## config.mk

```make
export PLATFORM = sky130hd
export DESIGN_NAME = start_sequencer
export DESIGN_NICKNAME = d
export VERILOG_FILES = /design/src/rtl/start_sequencer_pkg.sv /design/src/rtl/start_sequencer_fifo.sv /design/src/rtl/start_sequencer.sv
export SDC_FILE = /design/constraint.sdc
export NUM_CORES = 1
export LEC_CHECK = 0
export CAP_MARGIN = 20
export CORE_MARGIN = 1
export CORE_UTILIZATION = 54
export DETAILED_ROUTE_END_ITERATION = 8
export GPL_TIMING_DRIVEN = 0
export HOLD_SLACK_MARGIN = 0.02
export PLACE_DENSITY = 0.78
export SYNTH_ARGS = -nofsm -noshare
export SYNTH_HDL_FRONTEND = slang
export SYNTH_SLANG_ARGS = --single-unit
```

## constraint.sdc

```tcl
create_clock -name CLK -period 3.1 [get_ports CLK]
set_input_delay 0.62 -clock CLK [delete_from_list [all_inputs] [get_ports CLK]]
set_output_delay 0.62 -clock CLK [all_outputs]
set_load 0.02 [all_outputs]
```

## src/rtl/start_sequencer_pkg.sv

```systemverilog
// Shared types and constants for the start sequencer: FSM state encoding and
// completed-job counter width.
package start_sequencer_pkg;

    localparam int DONE_COUNT_W = 16;

    typedef enum logic [1:0] {
        IDLE      = 2'd0,
        ISSUE     = 2'd1,
        WAIT_BUSY = 2'd2,
        RUN       = 2'd3
    } state_e;

endpackage

```

## src/rtl/start_sequencer_fifo.sv

```systemverilog
// Tag queue for the start sequencer: power-of-two depth ring buffer with
// registered full/empty flags so downstream ready logic sees no comb path.
module start_sequencer_fifo #(
    parameter int WIDTH = 4,
    parameter int DEPTH = 4
) (
    input  logic             CLK,
    input  logic             nRST,
    input  logic             push,
    input  logic [WIDTH-1:0] push_data,
    input  logic             pop,
    output logic [WIDTH-1:0] pop_data,
    output logic             full,
    output logic             empty
);

    localparam int PTR_W = $clog2(DEPTH);
    localparam int CNT_W = PTR_W + 1;

    logic [WIDTH-1:0] mem_q [DEPTH];
    logic [PTR_W-1:0] wr_ptr_q, wr_ptr_d;
    logic [PTR_W-1:0] rd_ptr_q, rd_ptr_d;
    logic [CNT_W-1:0] count_q, count_d;
    logic             full_q, full_d;
    logic             empty_q, empty_d;
    logic             do_push;
    logic             do_pop;

    assign do_push = push && !full_q;
    assign do_pop  = pop && !empty_q;

    // NOTE: every variable gets a default at the top so no path leaves it unassigned (no latch).
    always_comb begin
        wr_ptr_d = wr_ptr_q;
        rd_ptr_d = rd_ptr_q;
        count_d  = count_q;
        if (do_push) wr_ptr_d = wr_ptr_q + 1'b1;
        if (do_pop)  rd_ptr_d = rd_ptr_q + 1'b1;
        case ({do_push, do_pop})
            2'b10:   count_d = count_q + 1'b1;
            2'b01:   count_d = count_q - 1'b1;
            default: count_d = count_q;
        endcase
        full_d  = (count_d == CNT_W'(DEPTH));
        empty_d = (count_d == '0);
    end

    // NOTE: sequential state uses non-blocking assignments so all flops update together.
    always_ff @(posedge CLK or negedge nRST) begin
        if (!nRST) begin
            wr_ptr_q <= '0;
            rd_ptr_q <= '0;
            count_q  <= '0;
            full_q   <= 1'b0;
            empty_q  <= 1'b1;
        end else begin
            wr_ptr_q <= wr_ptr_d;
            rd_ptr_q <= rd_ptr_d;
            count_q  <= count_d;
            full_q   <= full_d;
            empty_q  <= empty_d;
        end
    end

    // NOTE: storage is deliberately not reset; entry validity is carried by count/empty.
    always_ff @(posedge CLK) begin
        if (do_push) mem_q[wr_ptr_q] <= push_data;
    end

    assign pop_data = mem_q[rd_ptr_q];
    assign full     = full_q;
    assign empty    = empty_q;

endmodule

```

## src/rtl/start_sequencer.sv

```systemverilog
// Queues tagged start requests and hands them one at a time to a downstream
// counter, reporting each completion with its tag and a running job count.
module start_sequencer
    import start_sequencer_pkg::*;
#(
    parameter int FIFO_DEPTH   = 4,
    parameter int TAG_W        = 4,
    parameter int BUSY_TIMEOUT = 3
) (
    input  logic                    CLK,
    input  logic                    nRST,
    input  logic                    request__ENA,
    input  logic [TAG_W-1:0]        request_tag,
    output logic                    request__RDY,
    output logic                    startSignal__ENA,
    input  logic                    startSignal__RDY,
    input  logic                    busy,
    input  logic                    busy__RDY,
    output logic                    done__ENA,
    output logic [TAG_W-1:0]        done_tag,
    output logic [DONE_COUNT_W-1:0] done_count,
    output logic                    idle
);

    localparam int              TO_W    = $clog2(BUSY_TIMEOUT + 1);
    localparam logic [TO_W-1:0] TO_LAST = TO_W'(BUSY_TIMEOUT - 1);

    state_e                  state_q, state_d;
    logic [TAG_W-1:0]        current_tag_q, current_tag_d;
    logic                    done_q, done_d;
    logic [TAG_W-1:0]        done_tag_q, done_tag_d;
    logic [DONE_COUNT_W-1:0] done_count_q, done_count_d;
    logic [TO_W-1:0]         to_cnt_q, to_cnt_d;

    logic             fifo_full;
    logic             fifo_empty;
    logic [TAG_W-1:0] fifo_head;
    logic             start_fire;
    logic             complete;

    start_sequencer_fifo #(
        .WIDTH (TAG_W),
        .DEPTH (FIFO_DEPTH)
    ) u_fifo (
        .CLK       (CLK),
        .nRST      (nRST),
        .push      (request__ENA),
        .push_data (request_tag),
        .pop       (start_fire),
        .pop_data  (fifo_head),
        .full      (fifo_full),
        .empty     (fifo_empty)
    );

    always_ff @(posedge CLK or negedge nRST) begin
        if (!nRST) begin
            state_q       <= IDLE;
            current_tag_q <= '0;
            done_q        <= 1'b0;
            done_tag_q    <= '0;
            done_count_q  <= '0;
            to_cnt_q      <= '0;
        end else begin
            state_q       <= state_d;
            current_tag_q <= current_tag_d;
            done_q        <= done_d;
            done_tag_q    <= done_tag_d;
            done_count_q  <= done_count_d;
            to_cnt_q      <= to_cnt_d;
        end
    end

    always_comb begin
        state_d       = state_q;
        current_tag_d = current_tag_q;
        done_d        = 1'b0;
        done_tag_d    = done_tag_q;
        done_count_d  = done_count_q;
        to_cnt_d      = to_cnt_q;
        case (state_q)
            IDLE: begin
                if (!fifo_empty) state_d = ISSUE;
            end
            ISSUE: begin
                if (start_fire) begin
                    state_d       = WAIT_BUSY;
                    current_tag_d = fifo_head;
                    to_cnt_d      = '0;
                end
            end
            WAIT_BUSY: begin
                // A stalled busy__RDY freezes both the transition and the timeout.
                if (busy__RDY) begin
                    if (busy)           state_d  = RUN;
                    else if (!complete) to_cnt_d = to_cnt_q + 1'b1;
                end
            end
            default: ;
        endcase
        if (complete) begin
            state_d      = IDLE;
            done_d       = 1'b1;
            done_tag_d   = current_tag_q;
            done_count_d = done_count_q + 1'b1;
            to_cnt_d     = '0;
        end
    end

    always_comb begin
        start_fire = 1'b0;
        complete   = 1'b0;
        case (state_q)
            ISSUE:     start_fire = startSignal__RDY && busy__RDY;
            WAIT_BUSY: complete   = busy__RDY && !busy && (to_cnt_q == TO_LAST);
            RUN:       complete   = busy__RDY && !busy;
            default: ;
        endcase
    end

    assign startSignal__ENA = start_fire;
    assign request__RDY     = !fifo_full;
    assign done__ENA        = done_q;
    assign done_tag         = done_tag_q;
    assign done_count       = done_count_q;
    assign idle             = (state_q == IDLE) && fifo_empty;

endmodule

```

# Word level (Yosys, flattened, before mapping)
# Memories as Yosys holds them, arrays and structs flattened. A register that Yosys moved wholly into a read port is not among the register bits.
# Cells that the tools add are included.
# word_totals
ff_bits,34
memories,1
rom_bits,0
ram_bits,16
inputBits,10
output_inout_bits,24
elab_cells,63
latch_bits,0
# memory_table
name,words,word_bits,read_ports,rd_clocked_by_memory_dff,wr,line_no,rtl
u_fifo.mem_q,4,4,1,1,1,start_sequencer_fifo.sv:20,logic [WIDTH-1:0] mem_q [DEPTH];
# classes
n_reduce_logical,17
n_div,0
magnitude_cmp,0
bitwise_logic,0
n_addsub,6
n_shift,0
eq_ne,12
mux,17
n_mul,0
# ops
op,n
2-bit 2-to-1 mux,9
"16-bit by 1-bit adder with 16-bit output, second input constant",1
"3-bit != test, second input constant",4
"2-bit == test, second input constant",4
"2-bit by 1-bit adder with 2-bit output, second input constant",3
1-bit logical AND,6
2-bit case mux with 3 select lines,1
3-bit case mux with 2 select lines,1
5-bit AND reduction,1
"2-bit by 1-bit == test with 1-bit output, second input constant",2
1-bit logical NOT,4
1-bit 2-to-1 mux,4
2-bit case mux with 2 select lines,1
4-bit AND reduction,1
4-bit nonzero test,1
"3-bit by 1-bit adder with 3-bit output, second input constant",1
"3-bit == test, second input constant",1
3-bit logical NOT,1
"3-bit by 2-bit != test with 1-bit output, second input constant",1
3-bit nonzero test,1
"3-bit by 1-bit subtractor with 3-bit output, second input constant",1
2-bit logical NOT,1
1-bit case mux with 2 select lines,1
2-bit AND reduction,1

# Depth between registers and ports, before layout
# logic_depth
ltp_word,6
depth_mapped,10

# Cells and area by module
# From an unflattened synthesis, not the netlist that was laid out.
# unflattened
cells_unflattened,179
hier_area_um2,2479.9
# by_module_without_submodules
module,cells_per_inst,seq_area_each_um2,area_per_inst_um2,n_inst
start_sequencer,111,725.7,1403.8,1
start_sequencer_fifo,68,706.9,1076.0,1

# Worst setup path before layout
# No wires, ideal clock.
# synth_timing
path_type,reg2reg
startpoint,register state_q[1]
endpoint,"register u_fifo.full_q, in the netlist u_fifo.full"
period_less_slack_ps,2490
path_stages_with_launch,10
arrival_ps,2417
setup_slack_ps,610
path_cell_list,dfrtp_1 > inv_1 > ha_1 > nand3_1 > nor2_1 > ha_1 > fa_1 > mux2_2 > or2_2 > nor2b_1
# synth_between
elab_chain_cells,6
# synth_rtl
element,line_no,rtl
from (decl),start_sequencer.sv:28,"state_e state_q, state_d;"
from (signal assigned),start_sequencer.sv:64,state_q <= state_d;
2-bit by 1-bit == test with 1-bit output (*),start_sequencer.sv:112,case (state_q)
1-bit 2-to-1 mux (*),start_sequencer.sv:112,
1-bit logical AND (*),start_sequencer_fifo.sv:30,assign do_pop = pop && !empty_q;
2-bit by 1-bit == test with 1-bit output / 2-bit == test (equally long branches),start_sequencer_fifo.sv:39,"case ({do_push, do_pop})"
3-bit case mux with 2 select lines (*),start_sequencer_fifo.sv:39,
net u_fifo.count_d[1],start_sequencer_fifo.sv:23,"logic [CNT_W-1:0] count_q, count_d;"
3-bit == test (*),start_sequencer_fifo.sv:44,full_d = (count_d == CNT_W'(DEPTH));
net u_fifo.full_d,start_sequencer_fifo.sv:24,"logic full_q, full_d;"
to (signal assigned),start_sequencer_fifo.sv:60,full_q <= full_d;
to (decl),start_sequencer_fifo.sv:24,
# Mark *: on every way through the listed nets, which the timed path passes. The rest lies on a longest branch.
# A chain may end at the register's enable or synchronous reset.

# Worst setup path after layout
# layout_timing
startpoint,input busy__RDY
endpoint,"register u_fifo.full_q, in the netlist u_fifo.full"
# layout_between
elab_chain_cells,6
# layout_rtl
element,line_no,rtl
from (decl),start_sequencer.sv:18,"input logic busy__RDY,"
1-bit logical AND (*),start_sequencer.sv:113,ISSUE: start_fire = startSignal__RDY && busy__RDY;
1-bit 2-to-1 mux (*),start_sequencer.sv:112,
1-bit logical AND (*),start_sequencer_fifo.sv:30,
2-bit by 1-bit == test with 1-bit output / 2-bit == test (equally long branches),start_sequencer_fifo.sv:39,
3-bit case mux with 2 select lines (*),start_sequencer_fifo.sv:39,
net u_fifo.count_d[1],start_sequencer_fifo.sv:23,
3-bit == test (*),start_sequencer_fifo.sv:44,
net u_fifo.full_d,start_sequencer_fifo.sv:24,
# Marked as above.

==> impl_metrics.env <==
export IMPL_status="finished clean"
export IMPL_r2r_end="u_fifo.full"
export IMPL_grt_max_degree=39
export IMPL_ant_nets=0
export IMPL_grt_pass1_wl_um=6810
export IMPL_fin_setup_tns_ns=0
export IMPL_grt_pass1_vias=1515
export IMPL_use_met3_pct=5.67
export IMPL_synth_largest_area_cell="dfrtp_1"
export IMPL_min_period_ns=2.92
export IMPL_period_share_pct=94.2
export IMPL_gp_congestion=0.762
export IMPL_use_met1_pct=22.4
export IMPL_grt_overflow=0
export IMPL_ys_top_cells_by_area="dfrtp_1 (38%), edfxtp_1 (20%), ha_1 (6.1%)"
export IMPL_whs_ns=0.397
export IMPL_slew_headroom_pct=44.3
export IMPL_clock_root_buffer="clkbuf_8"
export IMPL_cts_setup_buffers=0
export IMPL_met2_usage_pct=30.7
export IMPL_critPathSlowestCell="clkdlybuf4s50_1"
export IMPL_dieArea_um2=4800
export IMPL_cpPeakStageDelay_ns=0.62
export IMPL_syn_inst=191
export IMPL_ioPinCount=34
export IMPL_hold_viol=0
export IMPL_reg2reg_setup_slack_ns=0.37
export IMPL_firstDrtPassIters=4
export IMPL_dieHeight_um=69.3
export IMPL_grt_use_total_pct=18.3
export IMPL_avgSynthCellArea_um2=12.8
export IMPL_dieWidth_um=69.3
export IMPL_worst_pin_slew_ns=0.836
export IMPL_path_cells="clkdlybuf4s50_1 -> nand3_2 -> nor2_1 -> ha_1 -> fa_1 -> mux2_2 -> or2_2 -> nor2b_1"
export IMPL_cp_max_fo=8
export IMPL_start_util_pct=56.2
export IMPL_avgViaCountPerCell=5.34
export IMPL_drive_above_1_share_pct=12.1
export IMPL_final_cells=284
export IMPL_max_freq_mhz=342
export IMPL_io_buffer_count=33
export IMPL_vdd_drop_max_mv=0.466
export IMPL_antenna_found_initial=0
export IMPL_hpwlAfterDp_um=2880
export IMPL_synth_seq_area_share_pct=58.6
export IMPL_drv_slew=0
export IMPL_power_density_nw_per_um2=755
export IMPL_busiest_layer="met2"
export IMPL_synth_seq_cells=54
export IMPL_cp_required_ns=3.33
export IMPL_synth_nets=214
export IMPL_clkSinkCount=54
export IMPL_crit_family="simple AND/OR/NAND/NOR gates"
export IMPL_row_count=24
export IMPL_rr_worst_depth=9
export IMPL_antenna_cells=0
export IMPL_cts_tree="yes"
export IMPL_multiInputGateArea_um2=957
export IMPL_design_area_um2=2930
export IMPL_yosysTopAreaCellShare_pct=37.9
export IMPL_clkTransAtPathRegs_ns=0.10
export IMPL_ys_warn_count=0
export IMPL_path_class="input port to flip-flop"
export IMPL_synthDistinctLibCells=42
export IMPL_path_buf_inv=1
export IMPL_core_area_um2=4350
export IMPL_hold_path_class="input port to async pin"
export IMPL_cts_buffers=5
export IMPL_finalSetupViolations=0
export IMPL_area_delta_synth_final_pct=19.8
export IMPL_cp_depth=8
export IMPL_routed_wl_um=3950
export IMPL_dpl_cell_count=276
export IMPL_startpoint_type="input port"
export IMPL_route_detailed_drc=0
export IMPL_final_nets=254
export IMPL_vias=1516
export IMPL_h_tree_depth=2
export IMPL_syn_area_um2=2450
export IMPL_endpoint_kind="flip-flop"
export IMPL_fin_skew_ns=0.00739
export IMPL_maxCapViolations=0
export IMPL_cp_arrival_ns=3.16
export IMPL_r2r_start="state_q[1]"
export IMPL_clk_latency_ns=0.31
export IMPL_clockBufferDepth=2
export IMPL_p_leak_nw=1.31
export IMPL_wl_per_cell_um=13.9
export IMPL_n_fill_cell=326
export IMPL_dr_first_iter_drc_count=87
export IMPL_postPlaceCellArea_um2=2840
export IMPL_ff_latch_area_um2=1430
export IMPL_rsz0062_at_grt="no"
==> kinds of logic (layout without fill, tap and decap cells) <==
family	after synthesis	count (layout)	share of synthesized area, %
AND/OR/NAND/NOR	64	64	14.3
XOR/XNOR	21	21	7.52
multiplexers	10	10	6.39
adder cells (fa/ha/maj)	13	13	6.96
flip-flops	54	54	58.6
buffers and inverters	15	56	2.51
AO/OA/AOI/OAI	14	14	3.79
==> area by class of cell <==
| cell class | count | area share, % |
|---|---|---|
| buffer | 4 | 0.683 |
| timing repair buffer | 33 | 11.1 |
| sequential | 54 | 48.9 |
| multi-input combinational | 122 | 32.7 |
| clock buffer | 5 | 2.35 |
| inverter | 11 | 1.41 |
| tap | 52 | 2.22 |
| clock inverter | 3 | 0.683 |
==> cells in the final DEF (no fill, tap or decap), types with 2 or more instances in the layout <==
master and instances:
nand2_1 28, nand2b_1 2, xor2_1 10, edfxtp_1 16, a21oi_1 2, dfrtp_1 37, mux2_2 5, ha_1 12
clkbuf_8 5, xnor2_1 11, nor3_2 2, nand3_1 2, nor2_1 8, clkdlybuf4s50_1 32, nand4_1 3, mux4_2 4
inv_1 10, nor4b_1 2, clkbuf_1 2, and2_1 5, o21ai_0 4, o2bb2ai_1 2, nor2b_1 2, buf_2 2
==> sequential cells by signal, summed over array words and instances (netlist names) <==
register	cells
current_tag_q	4
done__ENA	1
done_count	16
done_tag	4
state_q	2
to_cnt_q	2
u_fifo.count_q	3
u_fifo.empty	1
u_fifo.full	1
u_fifo.mem_q	16
u_fifo.rd_ptr_q	2
u_fifo.wr_ptr_q	2
==> what timing repair did <==
item / in CTS / in global routing
resized for setup: 0 / 1
hold buffers: 0 / 0
setup endpoints to repair: 0 / 2
==> power breakdown <==
group	internal (W)	switching, W	leakage [nW]	total [W]
combinational	0.000379	0.000394	0.629	0.000773
clock	0.000159	0.000232	0.0422	0.000392
sequential	0.000924	0.000123	0.637	0.00105
==> synthesized netlist by cell type, drive strengths merged <==
master,number
nand3,3
or4b,1
edfxtp,16
and3,1
nand2b,2
ha,12
or2,1
and2,5
clkbuf,2
inv,11
and2b,1
mux2,5
nand4b,2
a21oi,2
dfrtp,37
nor2,8
o21ai,4
o22ai,1
o2bb2ai,2
nor2b,2
nor4,1
fa,1
nand2,28
nor4b,2
a22oi,1
o211ai,1
mux2i,1
dfstp,1
a221oi,1
nor3,2
xnor2,11
nand4,4
o21bai,1
a21o,1
mux4,4
buf,2
xor2,10
and4b,1
==> layer usage <==
metal / routed length, um / vias up / part of all wire [%]
li1: - / 736 / -
met1: 1800 / 741 / 45
met2: 1930 / 34 / 49
met3: 165 / 5 / 4.2
met4: 57 / 0 / 1.4
met5: 0 / - / 0
==> how the worst max path moves through the flow <==
stage                    start     endpoint
floorplan           state_q[1]  u_fifo.full
global placement     busy__RDY  u_fifo.full
detailed placement   busy__RDY  u_fifo.full
CTS                  busy__RDY  u_fifo.full
global route         busy__RDY  u_fifo.full
finish               busy__RDY  u_fifo.full
==> metrics by stage <==
| stage | util, % | total power [W] | setup WS, ns |
|---|---|---|---|
| 6_report | 67.3 | 0.00221 | 0.179 |
| 5_1_grt | 67.3 | 0.00236 | 0.0376 |
| 3_3_place_gp | 65.3 | 0.00181 | -0.266 |
| 4_1_cts | 67.2 | 0.00223 | 0.0385 |
| 2_1_floorplan | - | 0.00159 | 0.610 |
| 3_5_place_dp | 65.1 | 0.00184 | -0.242 |
No activity file was read; power rests on OpenSTA's default activity.
